--- config.mk ---
export PLATFORM = sky130hd
export DESIGN_NAME = mem_port_arbiter
export DESIGN_NICKNAME = d
export VERILOG_FILES = /design/src/rtl/mem_port_arbiter.sv
export SDC_FILE = /design/constraint.sdc
export NUM_CORES = 1
export LEC_CHECK = 0
export BUFFER_PORTS_ARGS = -buffer_cell sky130_fd_sc_hd__buf_2
export CAP_MARGIN = 10
export CORE_AREA = 2 2 202 204
export CTS_CLUSTER_DIAMETER = 60
export DETAILED_ROUTE_END_ITERATION = 8
export DIE_AREA = 0 0 204 206
export HOLD_SLACK_MARGIN = 0.1
export MAX_ROUTING_LAYER = met4
export PLACE_DENSITY = 0.55
export SYNTH_ARGS = -nofsm -noshare
export SYNTH_HDL_FRONTEND = slang
export SYNTH_SLANG_ARGS = --single-unit
--- constraint.sdc ---
create_clock -name clk_i -period 1.9 [get_ports clk_i]
set_input_delay 0.095 -clock clk_i [delete_from_list [all_inputs] [get_ports clk_i]]
set_output_delay 0.095 -clock clk_i [all_outputs]
set_load 0.01 [all_outputs]
--- src/rtl/mem_port_arbiter.sv ---
// rtl/mem_port_arbiter.sv - shares one memory port between fetch and data requesters
module mem_port_arbiter #(
    parameter int ADDR_W     = 64,
    parameter int DATA_W     = 64,
    parameter int MAX_DM_RUN = 4,
    parameter int TIMEOUT    = 15
) (
    input  logic              clk_i,
    input  logic              rst_i,
    input  logic              if_req_i,
    input  logic [ADDR_W-1:0] if_addr_i,
    output logic [DATA_W-1:0] if_data_o,
    output logic              if_ack_o,
    output logic              if_err_o,
    input  logic              dm_req_i,
    input  logic              dm_we_i,
    input  logic [ADDR_W-1:0] dm_addr_i,
    input  logic [DATA_W-1:0] dm_wdata_i,
    output logic [DATA_W-1:0] dm_rdata_o,
    output logic              dm_ack_o,
    output logic              dm_err_o,
    output logic              mem_req_o,
    output logic              mem_we_o,
    output logic [ADDR_W-1:0] mem_addr_o,
    output logic [DATA_W-1:0] mem_wdata_o,
    input  logic [DATA_W-1:0] mem_rdata_i,
    input  logic              mem_ack_i,
    input  logic              mem_err_i,
    output logic [1:0]        grant_o
);

    localparam int RUN_W = $clog2(MAX_DM_RUN + 1);
    localparam int TO_W  = $clog2(TIMEOUT + 1);
    localparam logic [RUN_W-1:0] RUN_MAX = RUN_W'(MAX_DM_RUN);
    localparam logic [TO_W-1:0]  TO_LAST = TO_W'(TIMEOUT - 1);

    typedef enum logic [1:0] {IDLE, IF_BUSY, DM_BUSY, RESP} state_t;

    state_t           state;
    logic [RUN_W-1:0] run_cnt;
    logic [TO_W-1:0]  to_cnt;
    logic             done;
    logic             fail;

    // A timeout with no ack is reported as an error, like an explicit mem_err_i.
    assign done = mem_ack_i || mem_err_i || (to_cnt == TO_LAST);
    assign fail = mem_err_i || !mem_ack_i;

    always_ff @(posedge clk_i) begin
        if (rst_i) begin
            state       <= IDLE;
            run_cnt     <= '0;
            to_cnt      <= '0;
            if_data_o   <= '0;
            if_ack_o    <= 1'b0;
            if_err_o    <= 1'b0;
            dm_rdata_o  <= '0;
            dm_ack_o    <= 1'b0;
            dm_err_o    <= 1'b0;
            mem_req_o   <= 1'b0;
            mem_we_o    <= 1'b0;
            mem_addr_o  <= '0;
            mem_wdata_o <= '0;
            grant_o     <= 2'b00;
        end else begin
            if_ack_o   <= 1'b0;
            if_err_o   <= 1'b0;
            if_data_o  <= '0;
            dm_ack_o   <= 1'b0;
            dm_err_o   <= 1'b0;
            dm_rdata_o <= '0;
            case (state)
                IDLE: begin
                    if (dm_req_i && (!if_req_i || run_cnt < RUN_MAX)) begin
                        state       <= DM_BUSY;
                        mem_req_o   <= 1'b1;
                        mem_we_o    <= dm_we_i;
                        mem_addr_o  <= dm_addr_i;
                        mem_wdata_o <= dm_wdata_i;
                        grant_o     <= 2'b10;
                        to_cnt      <= '0;
                        // Only runs that keep fetch waiting count toward starvation.
                        if (!if_req_i)
                            run_cnt <= '0;
                        else if (run_cnt != RUN_MAX)
                            run_cnt <= run_cnt + 1'b1;
                    end else if (if_req_i) begin
                        state       <= IF_BUSY;
                        mem_req_o   <= 1'b1;
                        mem_we_o    <= 1'b0;
                        mem_addr_o  <= if_addr_i;
                        mem_wdata_o <= '0;
                        grant_o     <= 2'b01;
                        to_cnt      <= '0;
                        run_cnt     <= '0;
                    end
                end
                IF_BUSY, DM_BUSY: begin
                    if (done) begin
                        state       <= RESP;
                        mem_req_o   <= 1'b0;
                        mem_we_o    <= 1'b0;
                        mem_addr_o  <= '0;
                        mem_wdata_o <= '0;
                        grant_o     <= 2'b00;
                        to_cnt      <= '0;
                        if (state == IF_BUSY) begin
                            if_ack_o  <= !fail;
                            if_err_o  <= fail;
                            if_data_o <= fail ? '0 : mem_rdata_i;
                        end else begin
                            dm_ack_o   <= !fail;
                            dm_err_o   <= fail;
                            dm_rdata_o <= (fail || mem_we_o) ? '0 : mem_rdata_i;
                        end
                    end else begin
                        to_cnt <= to_cnt + 1'b1;
                    end
                end
                RESP:    state <= IDLE;
                default: state <= IDLE;
            endcase
        end
    end

endmodule

======== Word-level counts from Yosys, hierarchy flattened ========
Index checks and enable logic that the tools add are counted.
word-level totals
  register bits ........................... 273
  output and inout port bits .............. 264
operators by class
  add/sub/neg operators ................... 2
  $lt $le $gt $ge ......................... 1
  equal/unequal tests ..................... 8
  mux-type cells .......................... 28
  bitwise gates (word level) .............. 3
  reduce and logical (&&, ||, !) cells .... 21
operators by type and width
  cell                                           number
  two-way mux 64 bit                             5
  one-hot mux 64 bit (2 select lines)            2
  two-way mux 3 bit                              4
  two-way mux 4 bit                              3
  OR reduction 5 bit                             2
  two-way mux 2 bit                              4
  one-hot mux 4 bit (2 select lines)             1
  OR reduction 4 bit                             2
  != test 3 bit, second input constant           2
  one-hot mux 2 bit (3 select lines)             1
  AND reduction 3 bit                            2
  logical OR 1 bit                               5
  two-way mux 1 bit                              5
  adder 4 x 1 -> 4 bit, second input constant    1
  == test 2 bit, second input constant           2
  == test 4 bit, second input constant           1
  one-hot mux 1 bit (2 select lines)             2
  one-hot mux 2 bit (2 select lines)             1
  AND reduction 2 bit                            2
  nonzero test 2 bit                             2
  adder 3 x 1 -> 3 bit, second input constant    1
  logical NOT 1 bit                              3
  < comparator 3 bit, second input constant      1
  != test 3 x 2 -> 1 bit, second input constant  1
  other kinds (6)                                8

======== Longest topological paths before layout ========
Gate-level depths: netlist (run 1).
  depth after elaboration ................. 5
  mapped depth ............................ 8
  mapped depth without buffers ............ 6

======== Least setup slack after synthesis (run 1) ========
No wires, ideal clock.
  path type ............................... register to register
  start point ............................. register state[0]
  end point ............................... register mem_wdata_o[39]
  library setup time ...................... 0.116 ns
  arrival ................................. 1.900 ns
  data required time ...................... 1.784 ns
  path slack .............................. -0.116 ns
  stages on the path, launching flop included .. 9
  path buffers ............................ 2
  period minus slack after synthesis ...... 2.016 ns
  path through ............................ dfxtp_1 -> inv_1 -> ha_1 -> nor3b_2 -> a211oi_2 -> buf_2 -> buf_4 -> nor3b_1 -> a31o_1
between the ends
  word-level cells in the longest chain between the ends .. 4
  elaborated cells on any way between the ends .. 9
  those cells by class .................... eq/ne (4); mux (1); reduce/logical (4)
RTL lines
  element                                                        line  source
  start: declaration                                             39    state_t state;
  start signal: assignment                                       51    state <= IDLE;
  start signal: assignment                                       75    state <= DM_BUSY;
  start signal: assignment                                       88    state <= IF_BUSY;
  == test 2 x 1 -> 1 bit or == test 2 bit (tied branches)        72    case (state)
  OR reduction 2 bit                                             72
  != test 2 bit (no line) or nonzero test 2 bit (tied branches)  n/a
  AND reduction 3 bit (no line)                                  n/a
  end signal: assignment                                         79    mem_wdata_o <= dm_wdata_i;
  end: declaration                                               25    output logic [DATA_W-1:0] mem_wdata_o,
Several ways; a longest one is shown, not always the timed one.
A chain may end at the register's enable or synchronous reset.

======== Worst setup path in the final report (run 1) ========
  start point ............................. register state[1]
  end point ............................... register mem_wdata_o[3]
The elaborated chain is that of the path after synthesis.

==> metrics.md, run 1 <==
| Metric | Value |
|---|---|
| Commonest non-fill, non-tap cell in the layout | buf_2 |
| Fmax | 516 MHz |
| Final net count | 1892 |
| Sw power | 7.03 mW |
| Register area share after synthesis | 58.8% |
| Antenna Nets Post-Route | 0 |
| CP max FO | 8 |
| Final worst-path cycle share | 102% |
| Worst Hold Endpoint | dm_rdata_o[58]$_SDFF_PP0_ |
| Root Driver | clkbuf_16 |
| Reg2reg path depth | 9 |
| Startpoint types | register |
| Die H | 206 um |
| Synth top area cells | dfxtp_1, and2_1, mux2i_1, o2bb2ai_1, nor3b_1 |
| Die width | 204 um |
| Slew Viols, Final | 0 |
| Vias per cell | 4.29 |
| Synth Area per Inst | 11.7 um2 |
| Post-synth cell types | 36 |
| CTS tree | yes |
| P_int | 15.1 mW |
| Reg2Reg Launch Point | state[1]$_SDFFE_PP0P_ |
| Full die area | 42000 um2 |
| Cells after Synth | 797 |
| Number of global-route vias before repair | 9235 |
| Leakage | 8.18 nW |
| Unrepaired setup endpoints after global routing | yes |
| Total CTS buffers | 35 |
| Global placer's final weighted congestion | 0.797 |
| I/O Buffers | 526 |
| Grt total ovfl | 0 |
| CP Class | reg -> reg |
| Outcome | finished, violations left |
| Clock Path Buffers | 3 |
| MaxCap Viol Count | 0 |
| Crit path required time | 2.32 ns |
| Hold Crit Class | in -> reg |
| Flop-to-flop setup slack | -0.04 ns |
| Placed cell area | 12700 um2 |
| Placement Rows | 74 |
| Worst r2r dst | mem_wdata_o[3]$_SDFFE_PP0P_ |
| Synth top area share | 58.8% |
| Final instance area | 17200 um2 |
| Hold path depth | 4 |
| DRC Markers | 0 |
| DRT iter0 DRCs | 431 |
| Flops & latches, synth | 273 |
| Initial antenna violation count | 3 |
| Switching share of power | 31.7% |
| Final min period | 1.94 ns |
| Syn. warnings | 0 |
| Final Setup Violations | 32 |
| Worst Slack Setup Final | -0.0363 ns |
| Number of synthesized flops with an enable pin | 0 |
| Slew @ Worst Pin | 0.526 ns |
| Clock Latency Late Sink | 0.54 ns |
| Final wirelength | 36.4 mm |
| H-tree Lvls | 2 |
| Largest net degree at the start of global routing | 69 |
| CTS Sinks | 273 |
| Power Dens Cells | 1290 nW/um2 |
| Logic pwr share | 37.0% |
| Worst Setup SP | state[1]$_SDFFE_PP0P_ |
| Worst-path clk slew | 0.06 ns |
| Syn nets | 1067 |
| Endpoint class of the critical path | register |
| Slew HR | 64.5% |
| Most frequent cells in the layout | buf_2, dfxtp_1, dlygate4sd3_1 |
| Async S/R FF share, synth | 0% |
| Core Box Area | 40200 um2 |
| DR pass1 iterations | 4 |
| Seq pwr share | 32.8% |
| Layout cells sized above 1 | 42.9% |
| Peak VDD IR | 0.997 mV |
| Final core occ | 42.8% |
| Clock network power share | 30.2% |
| Synth-to-Final Area Change | 85.1% |
| Total Routing Usage GR | 15.4% |
| CP Data Arrival Time | 2.36 ns |
| Ports | 527 |
| Initial Util | 23.1% |
| Failing checks | negative setup slack |
| Synthesized area | 9290 um2 |
| HPWL Detailed | 22.0 mm |
| Prevailing post-synth register cell | dfxtp_1 |
| First-pass GRT wire length | 49.2 mm |
| Final Hold Fails | 0 |
| Worst Hold Launch | mem_err_i |
| Post-layout total power | 22.2 mW |
| Avg WL per Cell | 16.7 um |
| Area leader, netlist | dfxtp_1 |
| DR vias | 9367 |
| Worst Skew | 0.0200 ns |
==> kinds of logic after synthesis <==
group           after synthesis  share of synthesized area [%]
flops                       273                           58.8
buf+inv                      72                           3.31
simple gates                232                           16.4
fa+ha+maj                     7                          0.943
compound gates              149                           13.6
mux                          64                           6.90
==> repair_timing <==
action | in CTS | in global routing
pin swaps | 0 | 7
buffers inserted | 2 | 12
gates resized for setup | 3 | 28
gates cloned | 0 | 19
endpoints found under the setup margin | 120 | 186
hold buffers | 263 | 0
hold endpoints to repair | 269 | 0
==> worst max-delay path by stage <==
stage	to	slack, ns	depth (start not counted)
detailed placement	mem_wdata_o[31]$_SDFFE_PP0P_	-0.05	8
global route	mem_wdata_o[8]$_SDFFE_PP0P_	-0.09	9
finish	mem_wdata_o[3]$_SDFFE_PP0P_	-0.04	9
CTS	mem_wdata_o[28]$_SDFFE_PP0P_	-0.0002	8
floorplan	mem_wdata_o[10]$_SDFFE_PP0P_	0.0004	7
global placement	mem_wdata_o[37]$_SDFFE_PP0P_	-0.009	8
==> sequential cells by signal, indices dropped and copies added, names as in the netlist, 2 cells and up <==
register	flops
mem_addr_o	64
state	2
dm_rdata_o	64
grant_o	2
if_data_o	64
to_cnt	4
mem_wdata_o	64
run_cnt	3
==> layer usage <==
metal	up-vias	GRT usage [%]	part of all wire, %
met2	388	26.1	49
met1	4382	16.5	40
li1	4484	-	-
met4	0	8.00	4.6
met3	113	4.27	6.8
met5	-	-	0
==> power groups by stage <==
stage               clock network, mW  logic [mW]  registers [mW]
floorplan                           0        2.40            7.85
global placement                    0        5.41            7.34
detailed placement                  0        5.45            7.35
CTS                              6.92        5.98            7.24
global route                     7.12        8.71            7.38
finish                           6.69        8.20            7.28
==> through the flow <==
stage                     setup slack, ns  hold WS [ns]  cells  setup TNS, ns
after floorplan                  0.000399         0.174    797              0
after global placement           -0.00882         0.304   1821         -0.111
after detailed placement          -0.0490         0.308   1821          -1.56
after CTS                       -0.000231         0.181   2150      -0.000231
after global routing              -0.0912         0.210   2184          -4.88
final                             -0.0363         0.217   2184         -0.587
==> critical path: stages (launching register included) <==
cell and delay (ns):
dfxtp_2 0.33, inv_2 0.05, ha_4 0.24, nor3b_4 0.16, a211oi_4 0.27, buf_12 0.18
buf_16 0.16, clkbuf_16 0.16, nor3b_2 0.04, a31o_2 0.22
==> Yosys cell counts, types with 2 or more instances <==
| cell type | number |
|---|---|
| or3b_2 | 2 |
| nand2_1 | 6 |
| nand2b_1 | 4 |
| nor3_1 | 2 |
| nand3_1 | 3 |
| o2bb2ai_1 | 65 |
| o21ai_0 | 4 |
| buf_1 | 5 |
| o31ai_1 | 2 |
| a21oi_1 | 5 |
| nor3b_2 | 2 |
| dfxtp_1 | 273 |
| mux2i_1 | 64 |
| buf_2 | 21 |
| nor3b_1 | 66 |
| nor2_1 | 9 |
| nand3b_1 | 2 |
| buf_4 | 3 |
| ha_1 | 7 |
| a31o_1 | 24 |
| or3_1 | 2 |
| and2_1 | 130 |
| inv_1 | 7 |
| clkbuf_1 | 36 |
| a31o_2 | 41 |
| a22oi_1 | 2 |
==> cell type report <==
type | count | area, um2
diodes | 3 | 7.51
flip-flops and latches | 273 | 5470
repair buffers | 852 | 6240
fillers | 3702 | 23000
multi-input cells | 453 | 3600
inverters | 7 | 26.3
well taps | 532 | 666
clock buffers | 48 | 1010
clock inverters | 16 | 184
Note: power is estimated with default switching activity, not from simulation.
==> inputs of run 2 (changes only) <==
- ABC_AREA: default -> 1
- CORE_AREA: 2 2 202 204 -> 2 2 207 209
- DIE_AREA: 0 0 204 206 -> 0 0 209 211
- PLACE_DENSITY: 0.55 -> 0.57
==> run 2 against run 1 <==
  * The flow now finishes without violations
  * Sequential share of layout area down 1.3 points
  * Synthesized cell count up 94%
  * Sequential power up 2%
  * Fmax up 7.5%
  * Combinational power up 27%
  * Cell count up 30%
  * Clock power down 0.9%
  * Wire length up 14%
  * Critical path depth unchanged
  * Critical endpoint is now dm_rdata_o[41]$_SDFF_PP0_
  * Largest power group unchanged
  * Highest routed layer unchanged
==> metrics.md, run 2 <==
| Metric | Value |
|---|---|
| Outcome | complete, no violations |
| Largest net degree at the start of global routing | 91 |
| DRT iter0 DRCs | 704 |
| Layout Cells excl Fill | 2849 |
| Die H | 211 um |
| Reg2reg path depth | 9 |
| Worst Skew | 0.0135 ns |
| Final worst-path cycle share | 94.8% |
| Global placer's final weighted congestion | 0.840 |
| Worst Slack Setup Final | 0.0987 ns |
| Pre-CTS worst setup slack | 0.109 ns |
| WHS | 0.128 ns |
| Startpoint types | primary input |
| Worst r2r dst | mem_wdata_o[5]$_SDFFE_PP0P_ |
| Worst Setup SP | mem_err_i |
| Final Setup Violations | 0 |
| Avg WL per Cell | 14.5 um |
| I/O Buffers | 526 |
| HPWL Detailed | 26.5 mm |
| Final net count | 2551 |
| DR vias | 12700 |
| Total Routing Usage GR | 18.2% |
| Post-layout total power | 24.4 mW |
| Fmax | 555 MHz |
| Slowest-stage cell, CP | dlygate4sd3_1 |
| Root Driver | clkbuf_16 |
| Commonest non-fill, non-tap cell in the layout | buf_2 |
| CP Data Arrival Time | 2.26 ns |
| Syn. warnings | 0 |
| Cells after Synth | 1544 |
| CP Class | in -> reg |
| Total CTS buffers | 35 |
| Worst-path clk slew | 0.06 ns |
| Slew HR | 53.2% |
| Full die area | 44100 um2 |
| First-pass GRT wire length | 62.7 mm |
| Number of synthesized flops with an enable pin | 0 |
| Antenna Nets Post-Route | 0 |
| Final wirelength | 41.4 mm |
| H-tree Lvls | 2 |
| MaxCap Viol Count | 0 |
| Number of global-route vias before repair | 12400 |
| Syn nets | 1814 |
| Clock Path Buffers | 3 |
| Die width | 209 um |
| Post-synth top cells | nand2_1, nor2_1, dfxtp_1 |
| Endpoint class of the critical path | register |
| Initial antenna violation count | 5 |
| Async S/R FF share, synth | 0% |
| Power Dens Cells | 1360 nW/um2 |
| Slew Viols, Final | 0 |
| Crit-path cells | dlygate4sd3_1 -> buf_2 -> nor2_1 -> dlygate4sd3_1 -> inv_1 -> nor2_2 -> nand2_2 -> buf_12 -> nor2_1 |
| DRC Markers | 0 |
| Most frequent cells in the layout | buf_2, nand2_1, nor2_1 |
| Max incr delay on CP | 0.60 ns |
| Flop-to-flop setup slack | 0.1 ns |
| Prevailing post-synth register cell | dfxtp_1 |
| Final Hold Fails | 0 |
| Critical Path End | dm_rdata_o[41]$_SDFF_PP0_ |
| Synthesized area | 10900 um2 |
| Unrepaired setup endpoints after global routing | yes |
| Vias per cell | 4.46 |
| DR pass1 iterations | 5 |
| CTS Sinks | 273 |
| Area leader, netlist | dfxtp_1 |
| CTS tree | yes |
| Final min period | 1.80 ns |
| Leakage | 9.56 nW |
| CP max FO | 64 |
| Layout cells sized above 1 | 27.2% |
| Initial Util | 26.1% |
| Reg2Reg Launch Point | state[1]$_SDFFE_PP0P_ |
| Slew @ Worst Pin | 0.702 ns |
| Flops & latches, synth | 273 |
| Placement Rows | 75 |
| Hold Crit Class | in -> reg |
| Synth-to-Final Area Change | 64.4% |
| Ports | 527 |
| Synth Area per Inst | 7.05 um2 |
| Clock Latency Late Sink | 0.54 ns |
| Crit path required time | 2.36 ns |
| Post-synth cell types | 22 |
| Most repeated cell in the gate-level netlist after synthesis | nand2_1 |
| Dpl cells | 2519 |
| Synth top area cells | dfxtp_1, nand2_1, nor2_1, nand3_1, a21oi_1 |
| Grt total ovfl | 0 |
| Register area share after synthesis | 50.2% |
| Final core occ | 42.9% |
| Peak VDD IR | 1.17 mV |
| Synth top area share | 50.2% |
| Core Box Area | 41800 um2 |
run 2: cell types whose count changed in the layout (fill, tap and decap cells not counted), sizes merged, moves of 20 or more:
cell / change
buf: -20
and2: -131
a21oi: +120
nand3: +193
nor2: +278
o2bb2ai: -65
inv: +92
nand2: +423
a31o: -65
nor3b: -68
mux2i: -64
run 2: per-stage QoR:
stage | instance area [um2] | TNS (ns)
2_1_floorplan | 10900 | 0
3_3_place_gp | 14000 | 0
3_5_place_dp | 14000 | 0
4_1_cts | 17800 | 0
5_1_grt | 17900 | -0.247
6_report | 17900 | 0
run 2: worst min path at each step:
stage / endpoint / from / cells after the start / slack, ns
finish: grant_o[0]$_SDFFE_PP0P_ / dm_req_i / 4 / 0.13
global route: grant_o[0]$_SDFFE_PP0P_ / dm_req_i / 4 / 0.15
CTS: grant_o[0]$_SDFFE_PP0P_ / dm_req_i / 4 / 0.11
detailed placement: if_data_o[15]$_SDFF_PP0_ / mem_rdata_i[15] / 3 / 0.33
global placement: dm_rdata_o[38]$_SDFF_PP0_ / mem_rdata_i[38] / 3 / 0.32
floorplan: dm_rdata_o[0]$_SDFF_PP0_ / mem_rdata_i[0] / 2 / 0.23
run 2: logic make-up after synthesis:
| logic type | Yosys count | share of synthesized area, % |
|---|---|---|
| DFF | 273 | 50.2 |
| buffers and inverters | 215 | 8.57 |
| and+or+nand+nor | 919 | 34.4 |
| adders and majority gates | 7 | 0.804 |
| xor gates and xnor gates | 1 | 0.0804 |
| AOI/OAI and AO/OA | 129 | 5.93 |
run 2: area by class of cell:
cell class / count / area (um2)
fill: 4150 / 23900
clock buffer: 48 / 955
timing repair buffer: 819 / 5700
antenna: 5 / 12.5
tap: 539 / 674
clock inverter: 13 / 196
sequential: 273 / 5470
inverter: 96 / 363
multi-input combinational: 1056 / 4540
run 2: timing repair:
| action | CTS | global route |
|---|---|---|
| buffers inserted | 0 | 0 |
| hold endpoints to repair | 268 | 0 |
| hold buffers | 262 | 0 |
| endpoints found under the setup margin | 0 | 154 |
| resized for setup | 0 | 11 |
run 2: critical path, delay by kind of cell:
family / cells / cell delay [ns]
buffers and inverters: 5 / 1.56
and+or+nand+nor: 4 / 0.54
run 2: routing by layer:
layer,vias to the layer above,share of wire (%),global-route usage (%)
met5,-,0,-
met4,0,5.4,11.4
met3,175,7.2,5.01
met2,552,49,30.5
met1,5694,39,19.0
li1,6290,-,-
run 2: report_power, final:
part	total [mW]	switching (mW)	internal, mW
clock network	6.63	2.63	4.00
registers	7.39	0.529	6.86
logic	10.4	6.36	4.05
total	24.4	9.52	14.9
